<file path="src/rtl/decode_issue_ctrl.sv">
// Decode-to-EX issue controller: load scoreboard, hazard stall, EX handshake,
// flush handling and a saturating stall-cycle counter.
//
// state | meaning
// RUN   | instruction issued, decode empty, or flushed last cycle
// HOLD  | valid instruction waiting only on EX backpressure
// HAZ   | valid instruction blocked by load-use RAW, load WAW or full load queue
module decode_issue_ctrl #(
  parameter int REG_NUM  = 32,
  parameter int ADDR_W   = 5,
  parameter int LOAD_MAX = 4,
  parameter int CNT_W    = 16
) (
  input  logic              clk,
  input  logic              resetn,
  input  logic              de_valid,
  input  logic              r_en_1,
  input  logic [ADDR_W-1:0] r_addr_1,
  input  logic              r_en_2,
  input  logic [ADDR_W-1:0] r_addr_2,
  input  logic [ADDR_W-1:0] w_addr,
  input  logic              w_is_load,
  input  logic              ex_allowin,
  input  logic              flush,
  input  logic              wb_load_valid,
  input  logic [ADDR_W-1:0] wb_load_addr,
  output logic              issue_valid,
  output logic              de_allowin,
  output logic              stall_raw,
  output logic [1:0]        ctrl_state,
  output logic [CNT_W-1:0]  stall_cnt
);

  typedef enum logic [1:0] {
    RUN  = 2'd0,
    HOLD = 2'd1,
    HAZ  = 2'd2
  } state_t;

  state_t             state;
  logic [REG_NUM-1:0] pending;
  logic [REG_NUM-1:0] pending_nxt;
  logic [2:0]         load_cnt;
  logic               raw;
  logic               waw;
  logic               qfull;
  logic               load_issue;
  logic               stall_cycle;

  assign raw = (r_en_1 && (r_addr_1 != '0) && pending[r_addr_1]) ||
               (r_en_2 && (r_addr_2 != '0) && pending[r_addr_2]);
  assign waw   = w_is_load && (w_addr != '0) && pending[w_addr];
  assign qfull = w_is_load && (load_cnt == 3'(LOAD_MAX));

  // A same-cycle writeback deliberately does not unblock; forwarding is downstream.
  assign stall_raw   = de_valid & (raw | waw | qfull);
  assign issue_valid = de_valid & ~stall_raw & ex_allowin & ~flush;
  assign de_allowin  = ~de_valid | issue_valid | flush;
  assign load_issue  = issue_valid & w_is_load;
  assign stall_cycle = de_valid & ~issue_valid & ~flush;
  assign ctrl_state  = state;

  // Clear applied first so a same-register set in the same cycle wins.
  always_comb begin
    pending_nxt = pending;
    if (wb_load_valid && (wb_load_addr != '0)) pending_nxt[wb_load_addr] = 1'b0;
    if (load_issue && (w_addr != '0))          pending_nxt[w_addr]       = 1'b1;
  end

  always_ff @(posedge clk or negedge resetn) begin
    if (!resetn) begin
      pending  <= '0;
      load_cnt <= '0;
    end else begin
      pending <= pending_nxt;
      case ({load_issue, wb_load_valid})
        2'b10:   load_cnt <= load_cnt + 3'd1;
        2'b01:   if (load_cnt != '0) load_cnt <= load_cnt - 3'd1;
        default: load_cnt <= load_cnt;
      endcase
    end
  end

  always_ff @(posedge clk or negedge resetn) begin
    if (!resetn) begin
      state <= RUN;
    end else begin
      if (flush || !de_valid || issue_valid) state <= RUN;
      else if (stall_raw)                    state <= HAZ;
      else                                   state <= HOLD;
    end
  end

  always_ff @(posedge clk or negedge resetn) begin
    if (!resetn) begin
      stall_cnt <= '0;
    end else if (stall_cycle && (stall_cnt != '1)) begin
      stall_cnt <= stall_cnt + 1'b1;
    end
  end

endmodule
</file>
<file path="config.mk">
export PLATFORM = sky130hd
export DESIGN_NAME = decode_issue_ctrl
export DESIGN_NICKNAME = d
export VERILOG_FILES = /design/src/rtl/decode_issue_ctrl.sv
export SDC_FILE = /design/constraint.sdc
export NUM_CORES = 1
export LEC_CHECK = 0
export ABC_AREA = 1
export BUFFER_PORTS_ARGS = -buffer_cell sky130_fd_sc_hd__buf_2
export CAP_MARGIN = 20
export CORE_MARGIN = 2
export CORE_UTILIZATION = 48
export CTS_BUF_LIST = sky130_fd_sc_hd__clkbuf_4 sky130_fd_sc_hd__clkbuf_8 sky130_fd_sc_hd__clkbuf_16
export DETAILED_ROUTE_END_ITERATION = 10
export GPL_TIMING_DRIVEN = 0
export MAX_ROUTING_LAYER = met4
export PLACE_DENSITY = 0.71
export REMOVE_ABC_BUFFERS = 1
export SYNTH_ARGS = -nofsm -noshare
export SYNTH_HDL_FRONTEND = slang
export SYNTH_SLANG_ARGS = --single-unit
</file>
<file path="constraint.sdc">
create_clock -name clk -period 1.9 [get_ports clk]
set_input_delay 0.19 -clock clk [delete_from_list [all_inputs] [get_ports clk]]
set_output_delay 0.19 -clock clk [all_outputs]
set_load 0.05 [all_outputs]
</file>
# Yosys cells after proc, flatten, opt, wreduce, memory -nomap -nowiden

Cells that the tools add are included.

Register bits: 53
Output and inout port bits: 21

$add $sub $neg: 3
Magnitude comparators: 6
Equal/unequal tests: 5
Multiplexer cells: 16
Bitwise gates (word level): 18
Reduce and logical (&&, ||, !) cells: 23

Operators by type and width:

| kind                  | count |
|---|---|
| $mux 32               | 2 |
| $and 32x32->32        | 1 |
| $not 32->32           | 1 |
| $or 32x32->32         | 1 |
| $lt 5x6->1 const B    | 4 |
| $reduce_bool 5->1     | 4 |
| $add 16x1->16 const B | 1 |
| $ne 16x16->1 const B  | 1 |
| $bmux 1 s5            | 3 |
| $logic_and 1x1->1     | 12 |
| $demux 1 s5           | 2 |
| $ge 5x1->1 const B    | 2 |
| $and 1x1->1           | 7 |
| $pmux 3 s2            | 1 |
| $mux 1                | 5 |
| $mux 2                | 2 |
| $not 1->1             | 4 |
| $or 1x1->1            | 4 |
| $add 3x1->3 const B   | 1 |
| $eq 3x3->1 const B    | 1 |
| $logic_or 1x1->1      | 3 |
| $mux 3                | 1 |
| $reduce_bool 3->1     | 1 |
| $sub 3x1->3 const B   | 1 |
| 6 further kinds       | 6 |

# Logic depth before layout (Yosys ltp)

Gate-level depths: netlist of run 1.

Depth after elaboration: 15
Gate-level depth with buffers: 21

# Worst setup path before layout of run 1

OpenSTA, ideal clock, no wires.

Path type: flip-flop to flip-flop
Start point: register stall_cnt[0]
End point: register stall_cnt[4]
Library setup time: 123 ps
Arrival: 2032 ps
Setup slack: -255 ps
Stages on the path, launching flop included: 12
Path buffers: 1
Period minus slack after synthesis: 2155 ps
Path through: dfrtp_1 > ha_1 > inv_1 > nor3_1 > inv_1 > nor2_1 > nand4_1 > nand2_4 > inv_2 > buf_6 > nand3_1 > nand2_1

Cells in the longest elaborated chain, start to end: 2
Elaborated cells on any way between the ends: 3
Those cells by class: add/sub (1); eq/ne (1); reduce/logical (1)

Ends and longest elaborated chain:

| what                                                                  | line | text |
|---|---|---|
| start: declaration                                                    | 31   | `output logic [CNT_W-1:0] stall_cnt` |
| start signal: assignment                                              | 98   | `stall_cnt <= stall_cnt + 1'b1;` |
| parallel branches: the longest is 2 deep, another holds $add 16x1->16 | --   |  |

Several ways; the timed one is not identified.
A chain may end at the register's enable or synchronous reset.

# Final worst setup path of run 1

Start point: input port w_addr[0]
End point: output port de_allowin

Cells in the longest elaborated chain, start to end: 12
Elaborated cells on any way between the ends: 14
Those cells by class: mux (2); bitwise (9); reduce/logical (3)

Ends and longest elaborated chain:

| what                                                                     | line | text |
|---|---|---|
| start: declaration                                                       | 21   | `input logic [ADDR_W-1:0] w_addr,` |
| $bmux 1 s5 / $reduce_bool 5->1 (equally long branches)                   | 52   | `assign waw = w_is_load && (w_addr != '0) && pending[w_addr];` |
| $mux 1 (not written as such) / $logic_and 1x1->1 (equally long branches) | 52   |  |
| $logic_and 1x1->1 (*)                                                    | 52   |  |
| $or 1x1->1 (*) (2 in a row)                                              | 56   | `assign stall_raw = de_valid & (raw \| waw \| qfull);` |
| $and 1x1->1 (*)                                                          | 56   |  |
| $not 1->1 (*)                                                            | 57   | `assign issue_valid = de_valid & ~stall_raw & ex_allowin & ~flush;` |
| $and 1x1->1 (*) (3 in a row)                                             | 57   |  |
| $or 1x1->1 (*) (2 in a row)                                              | 58   | `assign de_allowin = ~de_valid \| issue_valid \| flush;` |
| end: declaration                                                         | 28   | `output logic de_allowin,` |

Every way passes the cells marked *; elsewhere a longest branch is shown, timed or not. The select of a mux whose other input is x is not followed.

==> results_tabular.tex, run 1 <==
\begin{tabular}{lr}
\hline
Metric & Value \\
\hline
\multicolumn{2}{l}{\textbf{Synthesis}} \\
\quad Count of different cell masters after synthesis & 33 \\
\quad Fraction of post-synthesis cell area in the top cell type by area & 36.0\% \\
\quad Fraction of the mapped netlist area in adder cells & 0.882\% \\
\quad Main combinational cell family by area after synthesis & simple AND/OR/NAND/NOR gates \\
\quad Most area-hungry cell type in the Yosys netlist & dfrtp\_1 \\
\quad Simple-gate area share of the yosys netlist & 36.9\% \\
\quad Syn Inst Count & 570 \\
\quad Share of synthesized area occupied by flip-flops and latches & 36.0\% \\
\quad Multiplexer area fraction after synthesis & 0\% \\
\quad Number of synthesis warnings & 0 \\
\quad Post-synthesis xor/xnor area fraction & 2.85\% \\
\quad Post-synthesis compound-gate area fraction & 15.2\% \\
\quad Area of the mapped netlist & 3690 um2 \\
\quad Synth Register Bits & 53 \\
\quad Avg Inst Size Synth & 6.47 um2 \\
\quad Cells taking the most area after synthesis & dfrtp\_1, nand2\_1, o21ai\_0 \\
\multicolumn{2}{l}{\textbf{Final layout}} \\
\quad Antenna diode count & 0 \\
\quad Storage element area & 1330 um2 \\
\quad Fraction of final layout cells sized beyond drive strength 1 & 22.2\% \\
\quad Filler Cell Count & 659 \\
\quad Area taken by multi-input logic gates & 2290 um2 \\
\quad Post-synthesis to final-layout area growth & 22.9\% \\
\quad Final standard cell utilization of the core & 61.8\% \\
\quad Fin nets & 656 \\
\multicolumn{2}{l}{\textbf{Setup path}} \\
\quad Type of element capturing the critical path & output port \\
\quad Type of element launching the critical path & primary input \\
\quad Top cell family by delay on the critical path & simple AND/OR/NAND/NOR gates \\
\quad Largest fanout on the critical path & 24 \\
\quad Worst endpoint required time & 1.71 ns \\
\quad Crit-path max cell delay & 0.57 ns \\
\quad Kind of critical path & in -> out \\
\quad Reg2Reg Setup Slack & -0.21 ns \\
\quad Cell Chain, Critical Path & buf\_2 > nor2\_1 > nand2\_1 > nand2\_1 > inv\_1 > nand2\_2 > nand3\_2 > nor2\_2 > nand2\_2 > nand2\_4 > buf\_8 \\
\quad Critical path's slowest cell & nor2\_1 \\
\quad Worst path arrival time & 1.98 ns \\
\quad Critical path buffers and inverters & 3 \\
\multicolumn{2}{l}{\textbf{Timing}} \\
\quad Min Hold Slack & 0.239 ns \\
\quad Least-Margin Pin Slew & 0.716 ns \\
\quad Final Skew & 0.0105 ns \\
\quad Number of hold violations in the final report & 0 \\
\quad Setup repair after global routing missed its margin & true \\
\quad Slew Limit Headroom & 51.9\% \\
\quad Minimum clock period after layout & 2.17 ns \\
\quad Final setup vio count & 52 \\
\quad Achievable frequency & 0.462 GHz \\
\quad Slew Limit Fails & 0 \\
\quad Post-route fraction of the period consumed by the critical path & 114\% \\
\quad Final setup slack of the worst path & -0.267 ns \\
\multicolumn{2}{l}{\textbf{Placed design}} \\
\quad Pre-CTS WS & -0.881 ns \\
\quad Final estimated routing congestion in global placement & 0.929 \\
\quad Post-detail-place hpwl & 7730 um \\
\quad Number of buffers added on ports & 49 \\
\multicolumn{2}{l}{\textbf{Detailed routing}} \\
\quad Drt first-iter violations & 285 \\
\quad Antenna-violating nets left & 0 \\
\quad Drt drc & 0 \\
\quad Routed wire length & 11000 um \\
\quad Average detailed-routed wire length per instance & 15.2 um \\
\quad TritonRoute pass-1 iters & 5 \\
\quad Count of vias placed by the detailed router & 4007 \\
\quad Vias per cell & 5.53 \\
\multicolumn{2}{l}{\textbf{CTS}} \\
\quad CTS tree & done \\
\quad Count of clock tree sinks & 53 \\
\quad Number of buffers created by CTS & 5 \\
\quad Worst-Skew Late Latency & 0.31 ns \\
\quad Max H-tree Level & 2 \\
\quad Clock Tree Buf Depth & 2 \\
\quad Clk Tree Root Cell & clkbuf\_8 \\
\quad Worst-path clk slew & 0.11 ns \\
\multicolumn{2}{l}{\textbf{Floorplan}} \\
\quad Die span in x & 91.6 um \\
\quad Floorplan row count & 31 \\
\quad Starting utilization of the core area & 50.3\% \\
\quad Area of the core region & 7330 um2 \\
\quad I/O pin count & 50 \\
\quad Die height & 91.6 um \\
\quad Die Outline Area & 8400 um2 \\
\multicolumn{2}{l}{\textbf{GRT}} \\
\quad Number of antenna violations at the first check in global routing & 0 \\
\quad Remaining global-route overflow & 0 \\
\quad Number of global-route vias before repair & 3652 \\
\quad Combined global-route utilization of all metal layers & 27.0\% \\
\quad Wire length of the first global-routing pass & 17800 um \\
\quad Pin count of the biggest net entering global routing & 38 \\
\multicolumn{2}{l}{\textbf{Power and ir drop}} \\
\quad Standby leakage power & 2.14 nW \\
\quad Largest vdd supply drop & 0.000955 V \\
\quad Cell area power density & 728 nW/um2 \\
\quad Power consumption & 3.30 mW \\
\multicolumn{2}{l}{\textbf{Hold path}} \\
\quad Class of the worst hold path & in -> reg \\
\multicolumn{2}{l}{\textbf{Status}} \\
\quad Violations in the final reports & setup timing \\
\quad Status & finished, violations left \\
\multicolumn{2}{l}{\textbf{Flow run}} \\
\quad Max-cap violation count & 0 \\
\hline
\end{tabular}
cell type report:
| class | count | area share [%] |
|---|---|---|
| inverter | 52 | 4.75 |
| clock buffer | 5 | 1.52 |
| clock inverter | 3 | 0.967 |
| sequential | 53 | 29.3 |
| multi-input combinational | 446 | 50.5 |
| timing repair inverter | 3 | 0.580 |
| timing repair buffer | 64 | 9.61 |
| tap | 99 | 2.73 |
path summary, 6_finish.rpt:
kind | from | endpoint | cells past startpoint
max | w_addr[0] | de_allowin | 11
max reg2reg | pending[17] | stall_cnt[15] | 17
min in group asynchronous | resetn | pending[30] | 2
max in group asynchronous | resetn | pending[14] | 3
min reg2reg | pending[0] | pending[0] | 0
min | de_valid | ctrl_state[1] | 5
layout by cell type, fill, tap and decap left out, drive strengths merged, types with 5 or more instances in the layout:
master,instances
nor3,14
xnor2,5
nand2,210
xor2,7
buf,62
nand3,54
o21ai,90
inv,51
a21oi,11
dfrtp,53
nor2,34
nand4,7
clkbuf,6
routing by layer:
metal,global-route usage [%],up-vias,share of wire (%)
li1,-,1970,-
met1,38.1,1868,44
met2,42.6,155,48
met3,3.20,14,6.7
met4,5.05,0,1.3
met5,-,-,0
where the power goes:
part           total [mW]  switching (mW)  internal [mW]
registers            1.40           0.143           1.26
clock network       0.801           0.405          0.396
logic                1.10           0.751          0.349
registers in the layout, summed over array words and instances, names as in the netlist:
name,count
ctrl_state,2
load_cnt,3
pending,32
stall_cnt,16
per-stage QoR:
step	instances	instance area, um2	TNS [ns]
6_report	725	4530	-8.52
2_1_floorplan	551	3580	-13.25
3_3_place_gp	699	3950	-33.54
4_1_cts	720	4370	-10.01
3_5_place_dp	700	3970	-35.93
5_1_grt	725	4530	-17.81
cells in the mapped netlist (all sizes together):
cell type / number
or2: 1
nand3b: 1
buf: 12
clkbuf: 7
a21o: 1
nor3b: 1
nand3: 54
inv: 51
a31oi: 1
nor4: 2
nand4: 7
xor2: 7
a21oi: 11
clkinv: 1
nor2: 34
nor3: 14
dfrtp: 53
nand2: 210
xnor2: 5
fa: 1
o21ai: 90
ha: 1
o31ai: 1
o211ai: 4
timing repair:
action | in CTS | in global routing
endpoints found under the hold margin | 16 | 0
pin swaps | 22 | 10
hold buffers | 1 | 0
endpoints found under the setup margin | 51 | 55
resized for setup | 61 | 68
setup buffers | 10 | 4
cloned | 1 | 2
cell families (layout without fill, tap and decap cells):
logic type | Yosys count | after routing
flops | 53 | 53
simple gates | 324 | 324
fa+ha+maj | 2 | 2
compound gates | 108 | 108
buf+inv | 71 | 127
xor+xnor | 12 | 12
worst reg2reg max path, stage by stage (launching register included):
cell	delay [ns]
dfrtp_1	0.45
nand2_1	0.08
o21ai_0	0.07
a21oi_1	0.17
nand3_1	0.11
nand3_2	0.09
nand2_1	0.06
nand2_2	0.06
nand3_2	0.09
nor2_2	0.12
nand2_2	0.09
nand2_4	0.11
buf_6	0.11
inv_6	0.04
nand2_8	0.13
buf_12	0.16
nand2_2	0.04
o21ai_1	0.06
No activity file was read; power rests on OpenSTA's default activity.
==> run 2: changes to the inputs <==
--- a/config.mk
+++ b/config.mk
@@ -9,12 +9,12 @@
 export BUFFER_PORTS_ARGS = -buffer_cell sky130_fd_sc_hd__buf_2
 export CAP_MARGIN = 20
 export CORE_MARGIN = 2
-export CORE_UTILIZATION = 48
+export CORE_UTILIZATION = 45
 export CTS_BUF_LIST = sky130_fd_sc_hd__clkbuf_4 sky130_fd_sc_hd__clkbuf_8 sky130_fd_sc_hd__clkbuf_16
 export DETAILED_ROUTE_END_ITERATION = 10
 export GPL_TIMING_DRIVEN = 0
 export MAX_ROUTING_LAYER = met4
-export PLACE_DENSITY = 0.71
+export PLACE_DENSITY = 0.67
 export REMOVE_ABC_BUFFERS = 1
 export SYNTH_ARGS = -nofsm -noshare
 export SYNTH_HDL_FRONTEND = slang
==> run 2 against run 1 <==
Effect of this change: the flow still finishes with violations (setup timing); non-clock buffer count grew 5; clock skew is 0.0013 ns lower; global-route usage is 0.55 points lower; largest power group unchanged; worst setup slack got worse by 0.018 ns; sequential cell count did not move; via count is 2.3% higher; first-iteration DRC count up 31%; critical path depth increased by 3; power is 3.7% lower; highest routed layer unchanged; design area increased by 0.36%; sequential power about the same.
==> results_tabular.tex, run 2 (synthesized netlist as in run 1, its figures left out) <==
\begin{tabular}{lr}
\hline
Metric & Value \\
\hline
\multicolumn{2}{l}{\textbf{Detailed routing}} \\
\quad Drt first-iter violations & 372 \\
\quad Routed wire length & 11600 um \\
\quad Count of vias placed by the detailed router & 4100 \\
\quad Vias per cell & 5.57 \\
\quad Antenna-violating nets left & 0 \\
\quad Drt drc & 0 \\
\quad Average detailed-routed wire length per instance & 15.7 um \\
\quad TritonRoute pass-1 iters & 5 \\
\multicolumn{2}{l}{\textbf{Setup path}} \\
\quad Largest fanout on the critical path & 30 \\
\quad Kind of critical path & reg -> reg \\
\quad Worst endpoint required time & 2.11 ns \\
\quad Worst path arrival time & 2.40 ns \\
\quad Type of element capturing the critical path & register \\
\quad Type of element launching the critical path & register \\
\multicolumn{2}{l}{\textbf{Timing}} \\
\quad Slew Limit Headroom & 47.2\% \\
\quad Final setup vio count & 53 \\
\quad Number of hold violations in the final report & 0 \\
\quad Setup repair after global routing missed its margin & true \\
\quad Final setup slack of the worst path & -0.285 ns \\
\quad Minimum clock period after layout & 2.18 ns \\
\quad Slew Limit Fails & 0 \\
\quad Setup total negative slack & -9.82 ns \\
\quad Post-route fraction of the period consumed by the critical path & 115\% \\
\quad Final Skew & 0.00916 ns \\
\quad Least-Margin Pin Slew & 0.790 ns \\
\quad Achievable frequency & 0.458 GHz \\
\multicolumn{2}{l}{\textbf{CTS}} \\
\quad Clk Tree Root Cell & clkbuf\_8 \\
\quad Clock Tree Buf Depth & 2 \\
\quad CTS tree & done \\
\quad Max H-tree Level & 2 \\
\quad Number of buffers created by CTS & 5 \\
\quad Worst-path clk slew & 0.09 ns \\
\quad Count of clock tree sinks & 53 \\
\quad Worst-Skew Late Latency & 0.31 ns \\
\multicolumn{2}{l}{\textbf{Floorplan}} \\
\quad I/O pin count & 50 \\
\quad Die Outline Area & 8930 um2 \\
\quad Area of the core region & 8090 um2 \\
\quad Die height & 94.5 um \\
\quad Starting utilization of the core area & 45.6\% \\
\quad Floorplan row count & 33 \\
\quad Die span in x & 94.5 um \\
\multicolumn{2}{l}{\textbf{Placed design}} \\
\quad Number of buffers added on ports & 49 \\
\quad Final estimated routing congestion in global placement & 0.945 \\
\quad Post-detail-place hpwl & 7790 um \\
\quad Cell total after placement & 706 \\
\multicolumn{2}{l}{\textbf{Final layout}} \\
\quad Most common cell after layout, fill and taps aside & nand2\_1 \\
\quad Leading cell types in the layout, fill and taps excluded & nand2\_1, o21ai\_0, dfrtp\_1, nand3\_1, buf\_2 \\
\quad Final cell count without fillers & 736 \\
\quad Filler Cell Count & 792 \\
\quad Fraction of final layout cells sized beyond drive strength 1 & 22.2\% \\
\quad Regs by FF count & pending (32), stall\_cnt (16), load\_cnt (3) \\
\quad Top register by number of flip-flops & pending \\
\quad Number of flip-flops in the largest register & 32 \\
\quad Fin nets & 662 \\
\quad Post-synthesis to final-layout area growth & 23.3\% \\
\quad Antenna diode count & 0 \\
\multicolumn{2}{l}{\textbf{Status}} \\
\quad Status & finished, violations left \\
\quad Violations in the final reports & setup timing \\
\multicolumn{2}{l}{\textbf{Power and ir drop}} \\
\quad Clock network fraction of design power & 20.4\% \\
\quad Cell area power density & 699 nW/um2 \\
\quad Switching share of power & 40.6\% \\
\quad Sequential group share of total power & 44.2\% \\
\quad Standby leakage power & 2.16 nW \\
\quad Comb power frac & 35.4\% \\
\quad Power dissipated by switching net loads & 1.29 mW \\
\quad Power consumption & 3.18 mW \\
\quad Largest vdd supply drop & 0.000918 V \\
\quad Pint & 1.89 mW \\
\multicolumn{2}{l}{\textbf{GRT}} \\
\quad Remaining global-route overflow & 0 \\
\quad Number of global-route vias before repair & 3643 \\
\quad Wire length of the first global-routing pass & 17900 um \\
\quad Number of antenna violations at the first check in global routing & 0 \\
\quad Combined global-route utilization of all metal layers & 26.4\% \\
\quad Pin count of the biggest net entering global routing & 39 \\
\multicolumn{2}{l}{\textbf{Flow run}} \\
\quad Max-cap violation count & 0 \\
\multicolumn{2}{l}{\textbf{Hold path}} \\
\quad Class of the worst hold path & in -> reg \\
\hline
\end{tabular}
[run 2: cell count changes in the layout (fill, tap and decap cells not counted), sizes merged]
cell | previous run | this run
buf | 62 | 68
nand2 | 210 | 211
inv | 51 | 50
bufinv | 1 | 0
[run 2: critical path, stage by stage (launching register included)]
cell and delay (ns):
dfrtp_1 0.43, nand2_1 0.09, nand2_1 0.07, a21oi_1 0.14, nand3_1 0.14, nand3_2 0.10
nand2_1 0.07, nand2_2 0.09, nand3_4 0.09, nor2_4 0.13, nand2_4 0.08, inv_4 0.09
buf_4 0.11, nand2_4 0.18, o21ai_0 0.27
[run 2: final timing paths]
check / cells past startpoint / slack [ns] / startpoint / end
setup / recovery: 14 / -0.28 / pending[8] / pending[8]
hold / removal: 4 / 0.30 / w_addr[3] / pending[16]
setup reg to reg: 14 / -0.28 / pending[8] / pending[8]
hold reg to reg: 0 / 0.50 / pending[0] / pending[0]
max in group asynchronous: 3 / 1.02 / resetn / pending[19]
min in group asynchronous: 2 / 0.33 / resetn / load_cnt[1]
[run 2: routing by layer]
| layer | wire length (um) | global-route usage (%) | vias to the layer above |
|---|---|---|---|
| li1 | - | - | 1986 |
| met4 | 250 | 8.57 | 0 |
| met1 | 5000 | 35.4 | 1944 |
| met2 | 5640 | 42.0 | 142 |
| met3 | 680 | 3.35 | 28 |
| met5 | 0 | - | - |
[run 2: timing repair]
action                                  CTS  global route
cloned                                    4             0
hold buffers                              1             0
pin swaps                                16            28
endpoints found under the setup margin   52            55
endpoints found under the hold margin    15             0
buffers inserted                         14             5
resized for setup                        56            71
[run 2: power groups by stage]
stage | clock network (mW) | registers, mW | logic [mW]
2_1_floorplan | 0 | 1.57 | 0.458
3_3_place_gp | 0 | 1.40 | 0.900
3_5_place_dp | 0 | 1.41 | 0.923
4_1_cts | 0.666 | 1.39 | 1.03
5_1_grt | 0.713 | 1.42 | 1.22
6_report | 0.648 | 1.40 | 1.13
[run 2: final cells by class]
type	count	area (um2)	share of cell area (%)
inverter	52	220	4.84
clock inverter	1	8.76	0.193
timing repair inverter	3	26.3	0.578
multi-input combinational	447	2280	50.2
sequential	53	1330	29.2
tap	105	131	2.89
clock buffer	6	76.3	1.68
timing repair buffer	69	474	10.4
[run 2: per-stage QoR]
stage / cell area (um2) / hold WS, ns / setup WS (ns) / utilization, %
after floorplan: 3580 / -0.106 / -0.340 / -
after global placement: 3960 / 0.449 / -0.890 / 48.9
after detailed placement: 3980 / 0.138 / -0.980 / 49.1
after CTS: 4360 / 0.262 / -0.267 / 53.8
after global routing: 4550 / 0.304 / -0.477 / 56.2
final: 4550 / 0.304 / -0.285 / 56.2
==> run 3: changes to the inputs <==
--- a/config.mk
+++ b/config.mk
@@ -16,6 +16,7 @@
 export MAX_ROUTING_LAYER = met4
 export PLACE_DENSITY = 0.67
 export REMOVE_ABC_BUFFERS = 1
+export SETUP_SLACK_MARGIN = 0.15
 export SYNTH_ARGS = -nofsm -noshare
 export SYNTH_HDL_FRONTEND = slang
 export SYNTH_SLANG_ARGS = --single-unit
==> run 3 against run 2 <==
Effect of this change: the run still ends with setup timing left; core utilization is 0.14 points higher; via count decreased by 0.59%; first-iteration DRC count decreased by 13%; combinational power about the same; clock skew increased by 0.0011 ns; sequential cell count unchanged; design area grew 0.25%; clock power about the same; register-to-register slack about the same; worst setup slack gained 0.0086 ns; count of clock-buffer cells in the layout unchanged; non-clock buffer count rose by 1; critical path type is now reg -> out.
==> results_tabular.tex, run 3 (synthesized netlist as in run 1, its figures left out) <==
\begin{tabular}{lr}
\hline
Metric & Value \\
\hline
\multicolumn{2}{l}{\textbf{Detailed routing}} \\
\quad Drt first-iter violations & 322 \\
\quad Average detailed-routed wire length per instance & 15.7 um \\
\quad Antenna-violating nets left & 0 \\
\quad Drt drc & 0 \\
\quad Vias per cell & 5.53 \\
\quad TritonRoute pass-1 iters & 5 \\
\quad Routed wire length & 11600 um \\
\quad Count of vias placed by the detailed router & 4076 \\
\multicolumn{2}{l}{\textbf{Floorplan}} \\
\quad Starting utilization of the core area & 45.6\% \\
\quad Die height & 94.5 um \\
\quad Area of the core region & 8090 um2 \\
\quad Floorplan row count & 33 \\
\quad Die span in x & 94.5 um \\
\quad Die Outline Area & 8930 um2 \\
\quad I/O pin count & 50 \\
\multicolumn{2}{l}{\textbf{Timing}} \\
\quad Post-route fraction of the period consumed by the critical path & 115\% \\
\quad Least-Margin Pin Slew & 0.793 ns \\
\quad Achievable frequency & 0.459 GHz \\
\quad Final setup slack of the worst path & -0.276 ns \\
\quad Slew Limit Headroom & 46.9\% \\
\quad Number of hold violations in the final report & 0 \\
\quad Minimum clock period after layout & 2.18 ns \\
\quad Min Hold Slack & 0.303 ns \\
\quad Final setup vio count & 53 \\
\quad Final Skew & 0.0103 ns \\
\quad Setup repair after global routing missed its margin & true \\
\quad Slew Limit Fails & 0 \\
\multicolumn{2}{l}{\textbf{Setup path}} \\
\quad Cell seen most often among critical-path stages & nand2\_1 \\
\quad Startpoint of the lowest-slack register-to-register path & pending[8] \\
\quad Crit-path max cell delay & 0.43 ns \\
\quad Top cell family by delay on the critical path & simple AND/OR/NAND/NOR gates \\
\quad Worst endpoint required time & 1.71 ns \\
\quad Critical path's slowest cell & dfrtp\_1 \\
\quad Type of element launching the critical path & register \\
\quad Type of element capturing the critical path & output port \\
\quad Worst path arrival time & 1.99 ns \\
\quad Register-to-Register Path Depth & 17 \\
\quad Reg2Reg Setup Slack & -0.28 ns \\
\quad Critical path buffers and inverters & 1 \\
\quad Largest fanout on the critical path & 3 \\
\quad RR Endpoint & load\_cnt[2] \\
\quad Cell Chain, Critical Path & nand2\_1 > nand2\_1 > a21oi\_1 > nand3\_1 > nand3\_2 > nand2\_1 > nand2\_2 > nand3\_4 > nor2\_4 > nand2\_4 > nand2\_4 > buf\_8 \\
\quad Kind of critical path & reg -> out \\
\multicolumn{2}{l}{\textbf{CTS}} \\
\quad Clk Tree Root Cell & clkbuf\_8 \\
\quad Number of buffers created by CTS & 5 \\
\quad Count of clock tree sinks & 53 \\
\quad Max H-tree Level & 2 \\
\quad Worst-Skew Late Latency & 0.31 ns \\
\quad Worst-path clk slew & 0.09 ns \\
\quad Clock Tree Buf Depth & 2 \\
\quad CTS tree & done \\
\multicolumn{2}{l}{\textbf{GRT}} \\
\quad Combined global-route utilization of all metal layers & 26.4\% \\
\quad Number of antenna violations at the first check in global routing & 0 \\
\quad Pin count of the biggest net entering global routing & 39 \\
\quad Number of global-route vias before repair & 3655 \\
\quad Remaining global-route overflow & 0 \\
\quad Wire length of the first global-routing pass & 17900 um \\
\multicolumn{2}{l}{\textbf{Final layout}} \\
\quad Antenna diode count & 0 \\
\quad Fin nets & 663 \\
\quad Final Instance Area & 4560 um2 \\
\quad Final cell count without fillers & 737 \\
\quad Number of flip-flops in the largest register & 32 \\
\quad Leading cell types in the layout, fill and taps excluded & nand2\_1, o21ai\_0, dfrtp\_1, nand3\_1, buf\_2 \\
\quad Fraction of final layout cells sized beyond drive strength 1 & 22.3\% \\
\quad Most common cell after layout, fill and taps aside & nand2\_1 \\
\quad Post-synthesis to final-layout area growth & 23.6\% \\
\quad Regs by FF count & pending (32), stall\_cnt (16), load\_cnt (3) \\
\quad Top register by number of flip-flops & pending \\
\multicolumn{2}{l}{\textbf{Power and ir drop}} \\
\quad Largest vdd supply drop & 0.000919 V \\
\quad Cell area power density & 698 nW/um2 \\
\quad Standby leakage power & 2.17 nW \\
\multicolumn{2}{l}{\textbf{Placed design}} \\
\quad Pre-CTS WS & -0.980 ns \\
\quad Post-detail-place hpwl & 7790 um \\
\quad Number of buffers added on ports & 49 \\
\quad Cell total after placement & 706 \\
\quad Cell Area, Placed & 3980 um2 \\
\quad Final estimated routing congestion in global placement & 0.945 \\
\multicolumn{2}{l}{\textbf{Hold path}} \\
\quad Sink of the worst hold path & pending[14] \\
\quad Class of the worst hold path & in -> reg \\
\quad Worst min-delay path startpoint & w\_addr[4] \\
\quad Worst hold path stage count & 4 \\
\multicolumn{2}{l}{\textbf{Status}} \\
\quad Status & finished, violations left \\
\quad Violations in the final reports & setup timing \\
\multicolumn{2}{l}{\textbf{Flow run}} \\
\quad Max-cap violation count & 0 \\
\hline
\end{tabular}
==> run 3: cell types whose count changed in the layout (fill, tap and decap cells not counted) <==
cell / change
buf_6: +1
==> run 3: worst register-to-register path, stage by stage (launching register included) <==
cell      delay (ns)
dfrtp_1         0.42
inv_2           0.06
o21ai_2         0.12
nand2_1         0.06
nand2_1         0.06
nand2_1         0.04
nand2_1         0.10
nor2_2          0.04
nand2_1         0.08
nand2_2         0.08
nand2_2         0.07
nor2_2          0.04
nand4_1         0.11
nand2_2         0.09
fa_2            0.37
nand3b_1        0.19
nand4_1         0.09
nand2_1         0.05
==> run 3: worst max-delay path by stage <==
stage,startpoint,endpoint,depth (start not counted)
after floorplan,r_addr_2[0],pending[10],13
after global placement,r_addr_1[0],pending[24],15
after detailed placement,r_addr_1[0],pending[22],15
after CTS,pending[8],de_allowin,14
after global routing,pending[8],load_cnt[2],17
final,pending[8],de_allowin,12
==> run 3: layout make-up <==
| type | instances | area [um2] |
|---|---|---|
| sequential | 53 | 1330 |
| tap | 105 | 131 |
| timing repair inverter | 3 | 26.3 |
| timing repair buffer | 70 | 485 |
| clock inverter | 1 | 8.76 |
| multi-input combinational | 447 | 2280 |
| inverter | 52 | 220 |
| fill | 790 | 3530 |
| clock buffer | 6 | 76.3 |
==> run 3: routing by layer <==
metal / wire length [um] / GRT usage, % / vias to the layer above
li1: - / - / 1990
met1: 4950 / 35.3 / 1900
met2: 5530 / 42.0 / 159
met3: 811 / 3.35 / 27
met4: 290 / 8.70 / 0
met5: 0 / - / -
==> run 3: report_power, final <==
group | switching (mW) | internal, mW | leakage (nW)
clock network | 0.380 | 0.271 | 0.0447
registers | 0.146 | 1.26 | 0.717
logic | 0.765 | 0.363 | 1.41
==> run 3: repair_timing <==
action | 4_1_cts | 5_1_grt
hold buffers | 1 | 0
endpoints found under the setup margin | 53 | 55
pin swaps | 17 | 29
endpoints found under the hold margin | 15 | 0
cloned | 4 | 0
resized for setup | 57 | 71
setup buffers | 14 | 5
==> run 3: stage by stage <==
| step | total power, mW | TNS [ns] | util [%] |
|---|---|---|---|
| after CTS | 3.09 | -8.46 | 53.8 |
| after global routing | 3.36 | -17.78 | 56.3 |
| after floorplan | 2.02 | -13.25 | - |
| final | 3.18 | -9.43 | 56.3 |
| after detailed placement | 2.33 | -40.66 | 49.1 |
| after global placement | 2.30 | -38.01 | 48.9 |
